### config.mk
export PLATFORM = sky130hd
export DESIGN_NAME = pattern_scan_ctrl
export DESIGN_NICKNAME = d
export VERILOG_FILES = /design/src/rtl/pattern_scan_ctrl.sv
export SDC_FILE = /design/constraint.sdc
export NUM_CORES = 1
export LEC_CHECK = 0
export CAP_MARGIN = 40
export CORE_MARGIN = 2
export CORE_UTILIZATION = 50
export DETAILED_ROUTE_END_ITERATION = 6
export PLACE_DENSITY = 0.75
export SKIP_CTS_REPAIR_TIMING = 1
export SYNTH_ARGS = -nofsm -noshare
export SYNTH_HDL_FRONTEND = slang
export SYNTH_SLANG_ARGS = --single-unit
### constraint.sdc
create_clock -name clk -period 2.8 [get_ports clk]
set_input_delay 0.84 -clock clk [delete_from_list [all_inputs] [get_ports clk]]
set_output_delay 0.84 -clock clk [all_outputs]
set_load 0.02 [all_outputs]
### src/rtl/pattern_scan_ctrl.sv
`default_nettype none
// ============================================================================
// Module      : pattern_scan_ctrl
// Description : Sequencer for the serial string recognizer. Captures a
//               WORD_W-bit word and a PAT_W-bit pattern on an accepted start.
//               It then shifts the word out MSB-first, one bit per clock, on
//               w_out. It flags every overlapping occurrence of the pattern
//               on hit and keeps a running match count.
// Ports       : clk          - single clock, all state updates on posedge
//               reset        - synchronous reset, active-low
//               start        - scan request, sampled only in IDLE
//               abort        - cancel request, sampled only in SHIFT
//               data_in      - word to scan, captured on accepted start
//               pattern      - pattern, captured on accepted start (MSB first)
//               busy         - high in SHIFT and DONE
//               w_out        - current serial bit (0 outside SHIFT)
//               hit          - this cycle's w_out completes a pattern match
//               done         - one-cycle pulse after the last bit
//               match_count  - matches in the current/last scan
// Revision    : 1.0 - initial release
// ============================================================================
module pattern_scan_ctrl #(
    parameter int WORD_W = 16,
    parameter int PAT_W  = 4,
    parameter int CNT_W  = 5
) (
    input  logic              clk,
    input  logic              reset,
    input  logic              start,
    input  logic              abort,
    input  logic [WORD_W-1:0] data_in,
    input  logic [PAT_W-1:0]  pattern,
    output logic              busy,
    output logic              w_out,
    output logic              hit,
    output logic              done,
    output logic [CNT_W-1:0]  match_count
);

    localparam int c_IDX_W = (WORD_W > 1) ? $clog2(WORD_W) : 1;
    localparam logic [c_IDX_W-1:0] c_LAST_IDX      = c_IDX_W'(WORD_W - 1);
    localparam logic [c_IDX_W-1:0] c_FIRST_HIT_IDX = c_IDX_W'(PAT_W - 1);

    typedef enum logic [1:0] {
        c_ST_IDLE  = 2'd0,
        c_ST_SHIFT = 2'd1,
        c_ST_DONE  = 2'd2
    } state_t;

    state_t              r_state_q, w_state_d;
    logic [WORD_W-1:0]   r_shift_q, w_shift_d;
    logic [PAT_W-1:0]    r_pat_q,   w_pat_d;
    logic [PAT_W-2:0]    r_hist_q,  w_hist_d;   // previous PAT_W-1 serial bits
    logic [c_IDX_W-1:0]  r_idx_q,   w_idx_d;    // index of the bit on w_out
    logic [CNT_W-1:0]    r_cnt_q,   w_cnt_d;
    logic                r_busy_q,  w_busy_d;
    logic                r_done_q,  w_done_d;

    logic                w_in_shift;
    logic [PAT_W-1:0]    w_window;

    // Serial view: the MSB of the shift register is the current bit. The
    // comparison window is the history plus that bit. The index guard keeps
    // the cleared history from pretending to be real pre-scan bits.
    assign w_in_shift = (r_state_q == c_ST_SHIFT);
    assign w_out      = w_in_shift & r_shift_q[WORD_W-1];
    assign w_window   = {r_hist_q, w_out};
    assign hit        = w_in_shift && (r_idx_q >= c_FIRST_HIT_IDX) && (w_window == r_pat_q);

    assign busy        = r_busy_q;
    assign done        = r_done_q;
    assign match_count = r_cnt_q;

    always_comb begin
        w_state_d = r_state_q;
        w_shift_d = r_shift_q;
        w_pat_d   = r_pat_q;
        w_hist_d  = r_hist_q;
        w_idx_d   = r_idx_q;
        w_cnt_d   = r_cnt_q;
        w_busy_d  = r_busy_q;
        w_done_d  = 1'b0;

        case (r_state_q)
            c_ST_IDLE: begin
                // Any abort arriving with start is ignored here.
                if (start) begin
                    w_state_d = c_ST_SHIFT;
                    w_shift_d = data_in;
                    w_pat_d   = pattern;
                    w_hist_d  = '0;
                    w_idx_d   = '0;
                    w_cnt_d   = '0;
                    w_busy_d  = 1'b1;
                end
            end

            c_ST_SHIFT: begin
                w_shift_d = r_shift_q << 1;
                w_hist_d  = w_window[PAT_W-2:0];   // history survives hits, so matches overlap
                w_idx_d   = r_idx_q + c_IDX_W'(1);
                // A hit in the abort cycle still counts.
                if (hit) begin
                    w_cnt_d = r_cnt_q + CNT_W'(1);
                end
                if (abort) begin
                    w_state_d = c_ST_IDLE;
                    w_busy_d  = 1'b0;
                end else if (r_idx_q == c_LAST_IDX) begin
                    w_state_d = c_ST_DONE;
                    w_done_d  = 1'b1;
                end
            end

            c_ST_DONE: begin
                w_state_d = c_ST_IDLE;
                w_busy_d  = 1'b0;
            end

            default: begin
                w_state_d = c_ST_IDLE;
                w_busy_d  = 1'b0;
            end
        endcase
    end

    always_ff @(posedge clk) begin
        if (!reset) begin
            r_state_q <= c_ST_IDLE;
            r_shift_q <= '0;
            r_pat_q   <= '0;
            r_hist_q  <= '0;
            r_idx_q   <= '0;
            r_cnt_q   <= '0;
            r_busy_q  <= 1'b0;
            r_done_q  <= 1'b0;
        end else begin
            r_state_q <= w_state_d;
            r_shift_q <= w_shift_d;
            r_pat_q   <= w_pat_d;
            r_hist_q  <= w_hist_d;
            r_idx_q   <= w_idx_d;
            r_cnt_q   <= w_cnt_d;
            r_busy_q  <= w_busy_d;
            r_done_q  <= w_done_d;
        end
    end

endmodule
`default_nettype wire

Word-level counts from Yosys, hierarchy flattened
Index checks and enable logic that the tools add are counted.
{ "classes": {"add_sub_neg": 2, "multipliers": 0, "div": 0, "n_lt_le_gt_ge": 1, "n_eq_ne": 7, "n_shift": 0, "muxes": 17, "bitwise": 3, "n_reduce_logical": 10} }
{ "op_table": {"columns": ["cell", "count"], "rows": [
  ["one-hot mux 16 bit (2 select lines)", 1],
  ["2-to-1 mux 16 bit", 1],
  ["2-to-1 mux 5 bit", 2],
  ["one-hot mux 5 bit (2 select lines)", 1],
  ["one-hot mux 4 bit (2 select lines)", 1],
  ["AND reduction 2 bit", 4],
  ["2-to-1 mux 2 bit", 3],
  ["!= test 2 bit, second input constant", 3],
  ["one-hot mux 3 bit (2 select lines)", 1],
  ["adder 5 x 1 -> 5 bit, second input constant", 1],
  ["adder 4 x 1 -> 4 bit, second input constant", 1],
  ["equality test 4 bit", 1],
  ["equality test 4 bit, second input constant", 1],
  [">= comparator 4 x 2 -> 1 bit, second input constant", 1],
  ["2-to-1 mux 4 bit", 1],
  ["one-hot mux 2 bit (2 select lines)", 1],
  ["2-to-1 mux 1 bit", 3],
  ["2-to-1 mux 3 bit", 1],
  ["!= test 3 x 2 -> 1 bit, second input constant", 1],
  ["AND reduction 3 bit", 1],
  ["OR reduction 3 bit", 1],
  ["equality test 2 x 1 -> 1 bit, second input constant", 1],
  ["logical AND 1 bit", 2],
  ["zero test 2 bit", 1],
  ["4 further kinds", 5]
]} }
{ "totals": {"reg_bits": 36, "latch_bits": 0, "ram_bits": 0, "romBits": 0, "input_bits": 24, "out_inout_bits": 9, "memories": 0} }

Logic depth before layout (Yosys ltp)
{ "logic_depth": {"word_depth": 6, "ltp_mapped": 6, "mapped_depth_nobuf": 5} }

Least setup slack after synthesis
OpenSTA, ideal clock, no wires.
{ "synth_timing": {"path_kind": "reg-to-output", "startpoint": "register r_idx_q[0]", "endpoint": "output port hit", "arrival_time_ps": 1545, "t_required_ps": 1960, "path_slack_ps": 415, "path_stages_with_launch": 6, "path_buffers": 1, "path_cell_list": "dfxtp_1 ha_1 nor3_1 or4_4 buf_6 nor2_1"} }
{ "synth_via": {"elab_chain_len": 3} }
{ "synth_lines": {"columns": ["element", "line", "rtl"], "rows": [
  ["from (decl)", "54", "logic [c_IDX_W-1:0] r_idx_q, w_idx_d;"],
  ["from (signal assigned)", "142", "r_idx_q <= w_idx_d;"],
  [">= comparator 4 x 2 -> 1 bit", "68", "assign hit = w_in_shift && (r_idx_q >= c_FIRST_HIT_IDX) && (w_window == r_pat_q);"],
  ["logical AND 1 bit (2 in a row)", "68", null],
  ["to (decl)", "35", "output logic hit,"]
]} }
Every way passes these cells.

Final worst setup path
Same ends and word-level chain as after synthesis.

==> results_dict.tcl <==
set metrics [dict create \
    worst_clock_skew_ns 0.0115 \
    grt_antenna_before_repair 0 \
    final_cell_mix "45 x nand2_1, 36 x dfxtp_1, 30 x clkdlybuf4s50_1, 27 x nor2_1, 16 x a21oi_1" \
    critPathBufInv 1 \
    hold_class "reg2reg" \
    path_clk_slew_ns 0.11 \
    clockBufferDepth 2 \
    synth_edf_count 0 \
    maxSlewViolCount 0 \
    final_util 0.673 \
    dp.cells 273 \
    grtUsageMet2 0.347 \
    htree_levels 2 \
    hold_path_depth 2 \
    start_util 0.525 \
    grtUsageTotal 0.220 \
    r2r_cells 6 \
    critPathLaunchType "flop" \
    cts_sinks 36 \
    r2r_start "r_idx_q[0]$_SDFFE_PN0P_" \
    yosysSeqAreaShare 0.450 \
    crit_chain "ha_2, nor3_1, or4_4, nor2_1, clkbuf_2" \
    port_buffers 32 \
    final_cell_count_no_fill 280 \
    rr_endpoint "match_count[3]$_SDFFE_PN0P_" \
    dp_hpwl_um 2570 \
    drtIter0Drc 99 \
    maxCapViolations 0 \
    root_buffer "clkbuf_4" \
    cts_tree "done" \
    grt_pass1_vias 1394 \
    cp_top_family "simple AND/OR/NAND/NOR gates" \
    fillers 274 \
    tightestPinTransition_ns 0.553 \
    path_max_fanout 4 \
    cts_buffers 5 \
    avgRoutedWirePerCell_um 12.6 \
    finalHoldViolCount 0 \
    ir_drop_v 0.000305 \
    final.period_utilization 0.955 \
    ys.warnings.count 0 \
    synth_async_sr_flop_share 0 \
    postRouteAntennaNets 0 \
    clkLatencyLatePin_ns 0.34 \
    rsz0062_at_grt "false" \
    run_status "finished, final reports clean" \
    die_x_um 60.6 \
    p_total_w 0.00102 \
    crit_path_end_kind "output pin" \
    area_delta_synth_final_pct 28.1 \
    core-area_sq_mm 0.00305 \
    syn_nets 226 \
    grt_max_degree 34 \
    syn_avg_cell_area_sq_um 8.01 \
    min_to "r_pat_q[2]$_SDFFE_PN0P_" \
    yosys.cell_types.count 30 \
    first_pass_iters 4 \
    fp.dieH_um 60.6 \
    synth_area_sq_mm 0.00160 \
    busiest_layer "met2" \
    remaining_drc_errors 0 \
    grt_pass1_wl_um 5980 \
    netlist_instances 200 \
    r2r_slack_ns 0.69 \
    synth_flop_cell "dfxtp_1" \
    hold_start "r_pat_q[2]$_SDFFE_PN0P_" \
    worstSetupPathType "reg2out" \
    num_rows 20 \
    io_pins 33 \
    overflow 0 \
    synth_area_leader_cell "dfxtp_1" \
    power.density_mw_per_mm2 498 \
    slowest_delay_ns 0.54 \
    met1_usage 0.276 \
    nets 262 \
    layout-drive-gt1-share 0.102 \
    vias_per_cell 5.41 \
    power_leakage_nw 0.800 \
    crit_arrival_ns 1.84 \
    slew_headroom 0.630 \
    crit_required_ns 1.96 \
    dieArea_sq_mm 0.00367 \
    antenna_cells 0 \
    synth_top_area_frac 0.450 \
    setup_viol_count_final 0 \
    gp_congestion 0.803 \
    final_common_cell "nand2_1" \
    synthTopCellsByArea "dfxtp_1 45%, nand2_1 11%, a311oi_1 8.2%" \
    ys_seq_elements 36 \
    critical-path-slowest-cell "or4_4" \
    met3_usage 0.0746 \
    max_freq_ghz 0.374 \
    dr_total_vias 1516 \
    post-route-min-period_ns 2.68 \
    drt-total-wl_um 3510 \
]
## cells by family (layout without fill, tap and decap cells)
group	Yosys count	after routing	synth area share
multiplexers	1	1	0.00625
AO/OA/AOI/OAI	40	40	0.167
flip-flops	36	36	0.450
AND/OR/NAND/NOR	101	101	0.279
adder cells (fa/ha/maj)	2	2	0.0156
buffers and inverters	16	52	0.0609
XOR/XNOR	4	4	0.0219
## how the worst max path moves through the flow
stage / from / to / slack, ns / cells past startpoint
2_1_floorplan: r_idx_q[0]$_SDFFE_PN0P_ / hit / 0.42 / 5
3_3_place_gp: r_idx_q[0]$_SDFFE_PN0P_ / hit / 0.1 / 5
3_5_place_dp: r_idx_q[0]$_SDFFE_PN0P_ / hit / 0.06 / 5
4_1_cts: r_idx_q[0]$_SDFFE_PN0P_ / hit / -0.34 / 5
5_1_grt: r_idx_q[0]$_SDFFE_PN0P_ / hit / 0.0007 / 5
6_report: r_idx_q[0]$_SDFFE_PN0P_ / hit / 0.12 / 5
## worst min-delay path, cell delays in order (launching register included)
cell     delay, ns
dfxtp_1       0.33
nand2_1       0.05
a21oi_1       0.05
## registers in the layout, indices dropped and copies added, names as in the netlist
name / cells
r_hist_q: 3
busy: 1
r_idx_q: 4
r_state_q: 2
r_shift_q: 16
done: 1
r_pat_q: 4
match_count: 5
## Yosys cell counts, drive strengths merged, types with 3 or more instances
library cell,n
or4,3
nor2,27
nand3,12
a21oi,16
xor2,3
nand2,45
dfxtp,36
a311oi,15
a31oi,5
clkbuf,12
## power breakdown
group	leakage [nW]	internal, W	switching [W]	total [W]
clock network	0.0374	0.000142	0.000166	0.000308
logic	0.467	0.0000760	0.0000796	0.000156
registers	0.295	0.000541	0.0000181	0.000559
## per-stage QoR
| step | hold slack, ns | setup TNS (ns) | cell area [sq um] | setup WS (ns) |
|---|---|---|---|---|
| 2_1_floorplan | 0.444 | 0 | 1600 | 0.415 |
| 6_report | 0.476 | 0 | 2050 | 0.125 |
| 3_3_place_gp | 0.455 | 0 | 1990 | 0.0993 |
| 3_5_place_dp | 0.468 | 0 | 1990 | 0.0579 |
| 4_1_cts | 0.482 | -0.335 | 2050 | -0.335 |
| 5_1_grt | 0.504 | 0 | 2050 | 0.000661 |
## metal layers
| metal | up-vias | wire [um] |
|---|---|---|
| met5 | - | 0 |
| met4 | 0 | 50 |
| met3 | 6 | 179 |
| met2 | 33 | 1660 |
| met1 | 705 | 1630 |
| li1 | 772 | - |
## final cells by class
| type | count | area (sq um) | share of cell area |
|---|---|---|---|
| Timing Repair Buffer | 43 | 413 | 0.201 |
| Inverter | 2 | 7.51 | 0.00366 |
| Tap cell | 44 | 55.1 | 0.0268 |
| Multi-Input combinational cell | 148 | 792 | 0.386 |
| Clock buffer | 7 | 65.1 | 0.0317 |
| Sequential cell | 36 | 721 | 0.351 |
Power figures use the tool's default switching activity.
